$ cat src/rtl/alu_exec_if.sv
// ID/EX-to-execute and execute-to-MEM handshake bundle for alu_exec_stage.
// master: the producer/consumer side (pipeline or bench); slave: the ALU stage.
interface alu_exec_if #(
    parameter int unsigned WIDTH = 32
) ();
    logic             in_valid;
    logic             in_ready;
    logic [3:0]       alu_cntl;
    logic [WIDTH-1:0] op_a;
    logic [WIDTH-1:0] op_b;
    logic [4:0]       tag;
    logic             flush;
    logic             out_valid;
    logic             out_ready;
    logic [WIDTH-1:0] result;
    logic             cond;
    logic             illegal;
    logic [4:0]       out_tag;

    modport master (
        output in_valid, alu_cntl, op_a, op_b, tag, flush, out_ready,
        input  in_ready, out_valid, result, cond, illegal, out_tag
    );

    modport slave (
        input  in_valid, alu_cntl, op_a, op_b, tag, flush, out_ready,
        output in_ready, out_valid, result, cond, illegal, out_tag
    );
endinterface

$ cat src/rtl/alu_exec_stage.sv
// Execute-stage ALU with a single-entry registered output stage and saturating debug counters.
// Optional signed-overflow flag output ovf_o is enabled by defining ALU_OVF_TRAP_EN.
module alu_exec_stage #(
    parameter int unsigned WIDTH = 32,
    parameter int unsigned CNT_W = 16
) (
    input  logic             clk,
    input  logic             rst,
    alu_exec_if.slave        bus,
    output logic [CNT_W-1:0] op_count_o,
    output logic [CNT_W-1:0] ill_count_o
`ifdef ALU_OVF_TRAP_EN
    ,
    output logic             ovf_o
`endif
);

    typedef enum logic {StEmpty, StFull} state_e;

    localparam logic [CNT_W-1:0] CntOne = {{(CNT_W-1){1'b0}}, 1'b1};

    state_e           state_q;
    logic [WIDTH-1:0] result_q;
    logic             cond_q;
    logic             illegal_q;
    logic [4:0]       tag_q;
    logic [CNT_W-1:0] op_count_q;
    logic [CNT_W-1:0] ill_count_q;

    logic             out_valid;
    logic             accept;
    logic [WIDTH-1:0] sum;
    logic [WIDTH-1:0] diff;
    logic             lt_s;
    logic             lt_u;
    logic [WIDTH-1:0] alu_res;
    logic             alu_cond;
    logic             alu_ill;

    assign out_valid = (state_q == StFull);
    assign bus.in_ready = !out_valid || bus.out_ready;
    assign accept = bus.in_valid && bus.in_ready && !bus.flush;

    assign sum  = bus.op_a + bus.op_b;
    assign diff = bus.op_a - bus.op_b;
    assign lt_s = $signed(bus.op_a) < $signed(bus.op_b);
    assign lt_u = bus.op_a < bus.op_b;

    always_comb begin
        alu_res  = '0;
        alu_ill  = 1'b0;
        alu_cond = 1'b0;
        case (bus.alu_cntl)
            4'b0000: alu_res = bus.op_a & bus.op_b;
            4'b0001: alu_res = bus.op_a | bus.op_b;
            4'b0010: alu_res = sum;
            4'b0011: alu_res = bus.op_a ^ bus.op_b;
            4'b0110: alu_res = diff;
            4'b0111: alu_res = diff;
            4'b1100: alu_res = ~(bus.op_a | bus.op_b);
            4'b1101: alu_res = {{(WIDTH-1){1'b0}}, lt_s};
            4'b1110: alu_res = {{(WIDTH-1){1'b0}}, lt_u};
            default: alu_ill = 1'b1;
        endcase
        // bne inverts the zero test; illegal codes never raise cond
        if (!alu_ill) begin
            alu_cond = (bus.alu_cntl == 4'b0111) ? (|alu_res) : ~(|alu_res);
        end
    end

`ifdef ALU_OVF_TRAP_EN
    logic ovf_q;
    logic alu_ovf;

    always_comb begin
        alu_ovf = 1'b0;
        if (bus.alu_cntl == 4'b0010) begin
            alu_ovf = (bus.op_a[WIDTH-1] == bus.op_b[WIDTH-1]) &&
                      (sum[WIDTH-1] != bus.op_a[WIDTH-1]);
        end else if (bus.alu_cntl == 4'b0110 || bus.alu_cntl == 4'b0111) begin
            alu_ovf = (bus.op_a[WIDTH-1] != bus.op_b[WIDTH-1]) &&
                      (diff[WIDTH-1] != bus.op_a[WIDTH-1]);
        end
    end

    always_ff @(posedge clk or posedge rst) begin
        if (rst) begin
            ovf_q <= 1'b0;
        end else if (accept) begin
            ovf_q <= alu_ovf;
        end
    end

    assign ovf_o = ovf_q;
`endif

    always_ff @(posedge clk or posedge rst) begin
        if (rst) begin
            state_q     <= StEmpty;
            result_q    <= '0;
            cond_q      <= 1'b0;
            illegal_q   <= 1'b0;
            tag_q       <= '0;
            op_count_q  <= '0;
            ill_count_q <= '0;
        end else if (bus.flush) begin
            state_q <= StEmpty;
        end else if (accept) begin
            state_q   <= StFull;
            result_q  <= alu_res;
            cond_q    <= alu_cond;
            illegal_q <= alu_ill;
            tag_q     <= bus.tag;
            if (op_count_q != '1) begin
                op_count_q <= op_count_q + CntOne;
            end
            if (alu_ill && (ill_count_q != '1)) begin
                ill_count_q <= ill_count_q + CntOne;
            end
        end else if (out_valid && bus.out_ready) begin
            state_q <= StEmpty;
        end
    end

    assign bus.out_valid = out_valid;
    assign bus.result    = result_q;
    assign bus.cond      = cond_q;
    assign bus.illegal   = illegal_q;
    assign bus.out_tag   = tag_q;
    assign op_count_o    = op_count_q;
    assign ill_count_o   = ill_count_q;

endmodule
$ cat src/flat_wrapper.sv
// flat-port wrapper written by rule: the top's interface ports become plain ports
module alu_exec_stage_flat 
#(
    parameter int unsigned WIDTH = 32,
    parameter int unsigned CNT_W = 16
)
  (clk, rst, op_count_o, ill_count_o, bus_in_valid, bus_alu_cntl, bus_op_a, bus_op_b, bus_tag, bus_flush, bus_out_ready, bus_in_ready, bus_out_valid, bus_result, bus_cond, bus_illegal, bus_out_tag);
  alu_exec_if #(.WIDTH(WIDTH)) bus_i ();
  input  logic clk;
  input  logic rst;
  output logic [CNT_W-1:0] op_count_o;
  output logic [CNT_W-1:0] ill_count_o;
  input wire logic [$bits(bus_i.in_valid)-1:0] bus_in_valid;
  input wire logic [$bits(bus_i.alu_cntl)-1:0] bus_alu_cntl;
  input wire logic [$bits(bus_i.op_a)-1:0] bus_op_a;
  input wire logic [$bits(bus_i.op_b)-1:0] bus_op_b;
  input wire logic [$bits(bus_i.tag)-1:0] bus_tag;
  input wire logic [$bits(bus_i.flush)-1:0] bus_flush;
  input wire logic [$bits(bus_i.out_ready)-1:0] bus_out_ready;
  output wire logic [$bits(bus_i.in_ready)-1:0] bus_in_ready;
  output wire logic [$bits(bus_i.out_valid)-1:0] bus_out_valid;
  output wire logic [$bits(bus_i.result)-1:0] bus_result;
  output wire logic [$bits(bus_i.cond)-1:0] bus_cond;
  output wire logic [$bits(bus_i.illegal)-1:0] bus_illegal;
  output wire logic [$bits(bus_i.out_tag)-1:0] bus_out_tag;
  assign bus_i.in_valid = bus_in_valid;
  assign bus_i.alu_cntl = bus_alu_cntl;
  assign bus_i.op_a = bus_op_a;
  assign bus_i.op_b = bus_op_b;
  assign bus_i.tag = bus_tag;
  assign bus_i.flush = bus_flush;
  assign bus_i.out_ready = bus_out_ready;
  assign bus_in_ready = bus_i.in_ready;
  assign bus_out_valid = bus_i.out_valid;
  assign bus_result = bus_i.result;
  assign bus_cond = bus_i.cond;
  assign bus_illegal = bus_i.illegal;
  assign bus_out_tag = bus_i.out_tag;
  alu_exec_stage #(.WIDTH(WIDTH), .CNT_W(CNT_W)) u_core (.clk(clk), .rst(rst), .bus(bus_i), .op_count_o(op_count_o), .ill_count_o(ill_count_o));
endmodule
$ cat config.mk
export PLATFORM = sky130hd
export DESIGN_NAME = alu_exec_stage_flat
export DESIGN_NICKNAME = d
export VERILOG_FILES = /design/src/rtl/alu_exec_if.sv /design/src/rtl/alu_exec_stage.sv /design/src/flat_wrapper.sv
export SDC_FILE = /design/constraint.sdc
export NUM_CORES = 1
export LEC_CHECK = 0
export CORE_MARGIN = 1.5
export CORE_UTILIZATION = 55
export DETAILED_ROUTE_END_ITERATION = 8
export MAX_ROUTING_LAYER = met4
export PLACE_DENSITY = 0.82
export SETUP_SLACK_MARGIN = 0.05
export SYNTH_ARGS = -nofsm -noshare
export SYNTH_HDL_FRONTEND = slang
export SYNTH_SLANG_ARGS = --single-unit
$ cat constraint.sdc
create_clock -name clk -period 3.3 [get_ports clk]
set_clock_uncertainty 0.1 [all_clocks]
set_input_delay 0.825 -clock clk [delete_from_list [all_inputs] [get_ports clk]]
set_output_delay 0.825 -clock clk [all_outputs]
set_load 0.005 [all_outputs]
==> metrics.txt, run 1 <==
dpl hpwl=31100 um; number of H-tree levels=3; Initial Util=55.9%; Failed at=5_1_grt; EDFF count, synth=0; GPL Wtd Cong=1.17; largest net degree at the start of global routing=73; Post-DP Area=0.0141 mm2; vias in the first global route=about 19k; count leader, synth=nor2_1; number of core rows=47; total grt overflow=256; Synth area leader=dfrtp_1; outcome=aborted with a tool error; top cells by area, synth=dfrtp_1 19%, ha_1 14%, a21oi_1 5.4%, nor2_1 4.5%, nand2_1 4.2%; Synth Net Count=approximately 1.4k; Die W=133 um; top cells by count, synth=110 x nor2_1, 105 x ha_1, 104 x nand2_1; Max clock buf depth=2; Die Y=about 130 um; Cell Area, Synth=around 0.0092 mm2; first-pass GRT wire length=118000 um; Seq/Total Area, Yosys=between 10% and 20%; clk sink count=72; Async SR Flop Fraction=between 90% and 100%; GRT Overall Usage=88.8%; synthesis-stage register bit count=72; Err=[ERROR GRT-0116] Global routing finished with congestion. Check the congestion regions in the DRC Viewer.; Yosys warnings=0; ys flop type=dfrtp_1; syn avg cell area=between 7 and 8 um2; top-area cell type share of the netlist area=19.5%; CTS root buf=clkbuf_16; Hold-fix buffers, CTS=0; post-synth cell types=between 70 and 80; top-level I/O count=151; CTS Buf Count=9; port bufs=150; Cells after Synth=1232
[cell families after synthesis]
group,after synthesis,synth area share [%]
AO/OA/AOI/OAI,413,30.4
multiplexers,25,3.01
adder cells (fa/ha/maj),107,14.6
AND/OR/NAND/NOR,408,22.0
buffers and inverters,173,7.27
XOR/XNOR,34,3.22
flip-flops,72,19.5
[timing repair]
item | CTS
gates cloned | 1
buffers inserted | 58
setup endpoints to repair | 35
pin swaps | 96
endpoints found under the hold margin | 0
resized for setup | 373
[routing by layer]
layer  GRT usage, %  GRT overflow
met1           86.0            11
met2            101           150
met3           77.3            12
met4           88.8            83
met5              -             -
[stage by stage]
stage / instances / util, % / setup WS, ns / hold slack (ns) / setup TNS, ns
CTS: 2029 / 96.9 / -0.944 / 0.397 / -2.10
detailed placement: 1956 / 85.0 / -1.65 / 0.381 / -27.35
global placement: 1956 / 85.0 / -1.51 / 0.377 / -22.81
floorplan: 1232 / - / -0.570 / 0.377 / -0.630
==> run 2: changes to the inputs <==
--- a/config.mk
+++ b/config.mk
@@ -6,11 +6,9 @@
 export NUM_CORES = 1
 export LEC_CHECK = 0
 export CORE_MARGIN = 1.5
-export CORE_UTILIZATION = 55
+export CORE_UTILIZATION = 40
 export DETAILED_ROUTE_END_ITERATION = 8
-export MAX_ROUTING_LAYER = met4
-export PLACE_DENSITY = 0.82
-export SETUP_SLACK_MARGIN = 0.05
+export PLACE_DENSITY_LB_ADDON = 0.15
 export SYNTH_ARGS = -nofsm -noshare
 export SYNTH_HDL_FRONTEND = slang
 export SYNTH_SLANG_ARGS = --single-unit
==> run 2 against run 1 <==
  * The flow now finishes, with violations (negative setup slack)
  * Synthesized cell count is the same
  * Area after synthesis is the same
==> metrics.txt, run 2 <==
Final Slew Violations=0; Fmax=251 MHz; syn avg cell area=7.50 um2; RSZ-0062 raised after global routing=true; clock latency on the worst-skew pair=0.35 ns; Power Density=roughly 300 mW/mm2; cells along the critical path=buf_4, inv_4, ha_4, a21oi_2, nand4b_1, buf_4, a211oi_4, buf_4, o21ai_4, buf_6, a21o_4, a31oi_1, nand4b_1, nor4_4, nor4bb_4, and3_1, o211ai_1; Max clock buf depth=2; CTS root buf=clkbuf_16; DRC violations left=0; average vias per placed instance=5.83; first-pass GRT wire length=a little under 70000 um; Slowest-stage cell, CP=nor4bb_4; crit-path leading delay family=simple AND/OR/NAND/NOR gates; initial antenna violation count=1; Design Power=a little over 5000 uW; top cells by count, synth=110 x nor2_1, 105 x ha_1, 104 x nand2_1; ANT nets after route=0; CORE AREA=0.0226 mm2; Leak=0.00764 uW; DR WL/cell=20.9 um; Critical Path Sink Type=register; top-area cell type share of the netlist area=19.5%; fin crit share=121%; # setup viols final=11; Flop pwr share=22.5%; ys flop type=dfrtp_1; Worst Path Max Fanout=5; setup ws final=-0.691 ns; CTS clk-pin slew, worst paths=0.09 ns; GPL Wtd Cong=approximately 1.0; CTS tree=built; Cells after Synth=1232; footprint of the multi-input gates=0.00844 mm2; MaxCap Viol Count=0; Hold/Removal Path Class=register to register; Switch Pwr=approximately 2000 uW; dpl hpwl=33400 um; number of H-tree levels=3; internal power=3120 uW; crit-path max cell delay=0.37 ns; Cell Area, Synth=0.00924 mm2; Synth area leader=dfrtp_1; max reg flops=32; most frequent cells in the layout=491 x buf_4, 101 x nand2_1, 98 x nor2_1, 98 x clkdlybuf4s50_1, 72 x dfrtp_1; Buf/Inv on CP=5; Sw Share=a little under 40%; Hold-fix buffers, CTS=0; drt pass-1 iters=6; GRT Overall Usage=36.3%; Combinational Power Share=57.8%; CTS Buf Count=9; Worst Setup Start Kind=primary input; cell mode on critical path=buf_4; vias in the first global route=12.6k; port bufs=150; worst slew pin tran=0.631 ns; Initial Util=40.8%; commonest non-fill, non-tap cell in the layout=buf_4; Die W=about 160 um; top-level I/O count=151; Synth Net Count=1417; Worst EP required=3.45 ns; Yosys warnings=0; die area=0.0240 mm2; total grt overflow=0; minimum clock period after layout=between 3 and 4 ns; clk sink count=72; largest net degree at the start of global routing=42; final hold vios=0; via count=roughly 13k; FILL cells=1751; worst path arrival time=4.14 ns; count of nets after finishing=2042; EDFF count, synth=0; Post-Route WL=~45000 um; power share of the clock group=19.7%; top cells by area, synth=dfrtp_1 19%, ha_1 14%, a21oi_1 5.4%, nor2_1 4.5%, nand2_1 4.2%; number of core rows=55; ant diodes=0; dpl ws=-1.77 ns; Peak supply drop=0.000321 V; register area=between 0.0015 and 0.002 mm2; layout overhead on the synthesized area=82.9%; layout cells sized above 1=48.0%; relative slew slack=57.7%; synthesis-stage register bit count=between 70 and 80; outcome=complete, but fails checks; Seq/Total Area, Yosys=19.5%; violated checks=negative setup slack; count leader, synth=nor2_1; Crit Path Class=primary input to register; Async SR Flop Fraction=100%; Die Y=155 um; post-synth cell types=78; DR iter-0 viols=~950
run 2: cells by family after synthesis:
kind of cell / count (synthesis) / share of synthesized area [%]
multiplexers: 25 / 3.01
AO/OA/AOI/OAI: 413 / 30.4
flip-flops: 72 / 19.5
AND/OR/NAND/NOR: 408 / 22.0
XOR/XNOR: 34 / 3.22
adder cells (fa/ha/maj): 107 / 14.6
buffers and inverters: 173 / 7.27
run 2: final timing paths:
check / startpoint / endpoint / cells after the start / slack (ns)
worst max-delay path: bus_op_a[1] / u_core.bus.cond$_DFFE_PP0P_ / 17 / -0.69
worst min-delay path: u_core.ill_count_o[5]$_DFFE_PP0P_ / u_core.ill_count_o[5]$_DFFE_PP0P_ / 1 / 0.39
worst max register to register: u_core.op_count_o[4]$_DFFE_PP0P_ / u_core.op_count_o[13]$_DFFE_PP0P_ / 8 / 1.06
worst min register to register: u_core.ill_count_o[5]$_DFFE_PP0P_ / u_core.ill_count_o[5]$_DFFE_PP0P_ / 1 / 0.39
max in group asynchronous: rst / u_core.bus.out_valid$_DFFE_PP0P_ / 3 / 1.74
min in group asynchronous: rst / u_core.op_count_o[3]$_DFFE_PP0P_ / 2 / 0.59
run 2: power groups by stage:
stage,Sequential (uW),Combinational (uW),Clock (uW)
finish,1150,2960,1010
global route,1170,3140,1040
CTS,1150,2760,1020
detailed placement,1160,2380,0
global placement,1160,2360,0
floorplan,1160,975,0
run 2: worst reg2reg max path, stage by stage (launching register included):
cell	delay, ns
dfrtp_1	0.43
and3_1	0.21
and3_1	0.21
nand3_1	0.17
o31a_1	0.20
nand4_1	0.27
nor2_1	0.22
nand4_1	0.13
xnor2_1	0.16
run 2: what timing repair did:
action                                 CTS  global route
buffers inserted                        58            21
endpoints found under the hold margin    0             0
gates cloned                             1             0
pin swaps                              107            83
setup endpoints to repair               26            22
gates resized for setup                452           115
run 2: routing by layer:
layer	share of wire (%)	vias up	track usage, %
met5	0	-	0
met4	3.9	0	13.7
met3	7.7	122	5.10
met2	46	584	60.9
met1	42	6035	47.2
li1	-	5776	-
run 2: layout make-up:
type	count	area share (%)
repair buffers	687	33.4
flip-flops and latches	72	10.7
clock buffers	10	1.35
multi-input cells	987	49.9
clock inverters	6	0.259
well taps	285	2.11
inverters	100	2.33
run 2: metrics by stage:
stage / setup TNS, ns / utilization [%] / instance area (um2) / cells / hold slack [ns]
final: -2.57 / 74.7 / 16900 / 2147 / 0.393
after global routing: -3.30 / 74.7 / 16900 / 2147 / 0.409
after CTS: -1.80 / 72.5 / 16400 / 2131 / 0.401
after detailed placement: -26.07 / 63.6 / 14400 / 2061 / 0.389
after global placement: -24.98 / 63.6 / 14400 / 2061 / 0.380
after floorplan: -0.615 / - / 9310 / 1232 / 0.377
No activity file was read; power rests on OpenSTA's default activity.
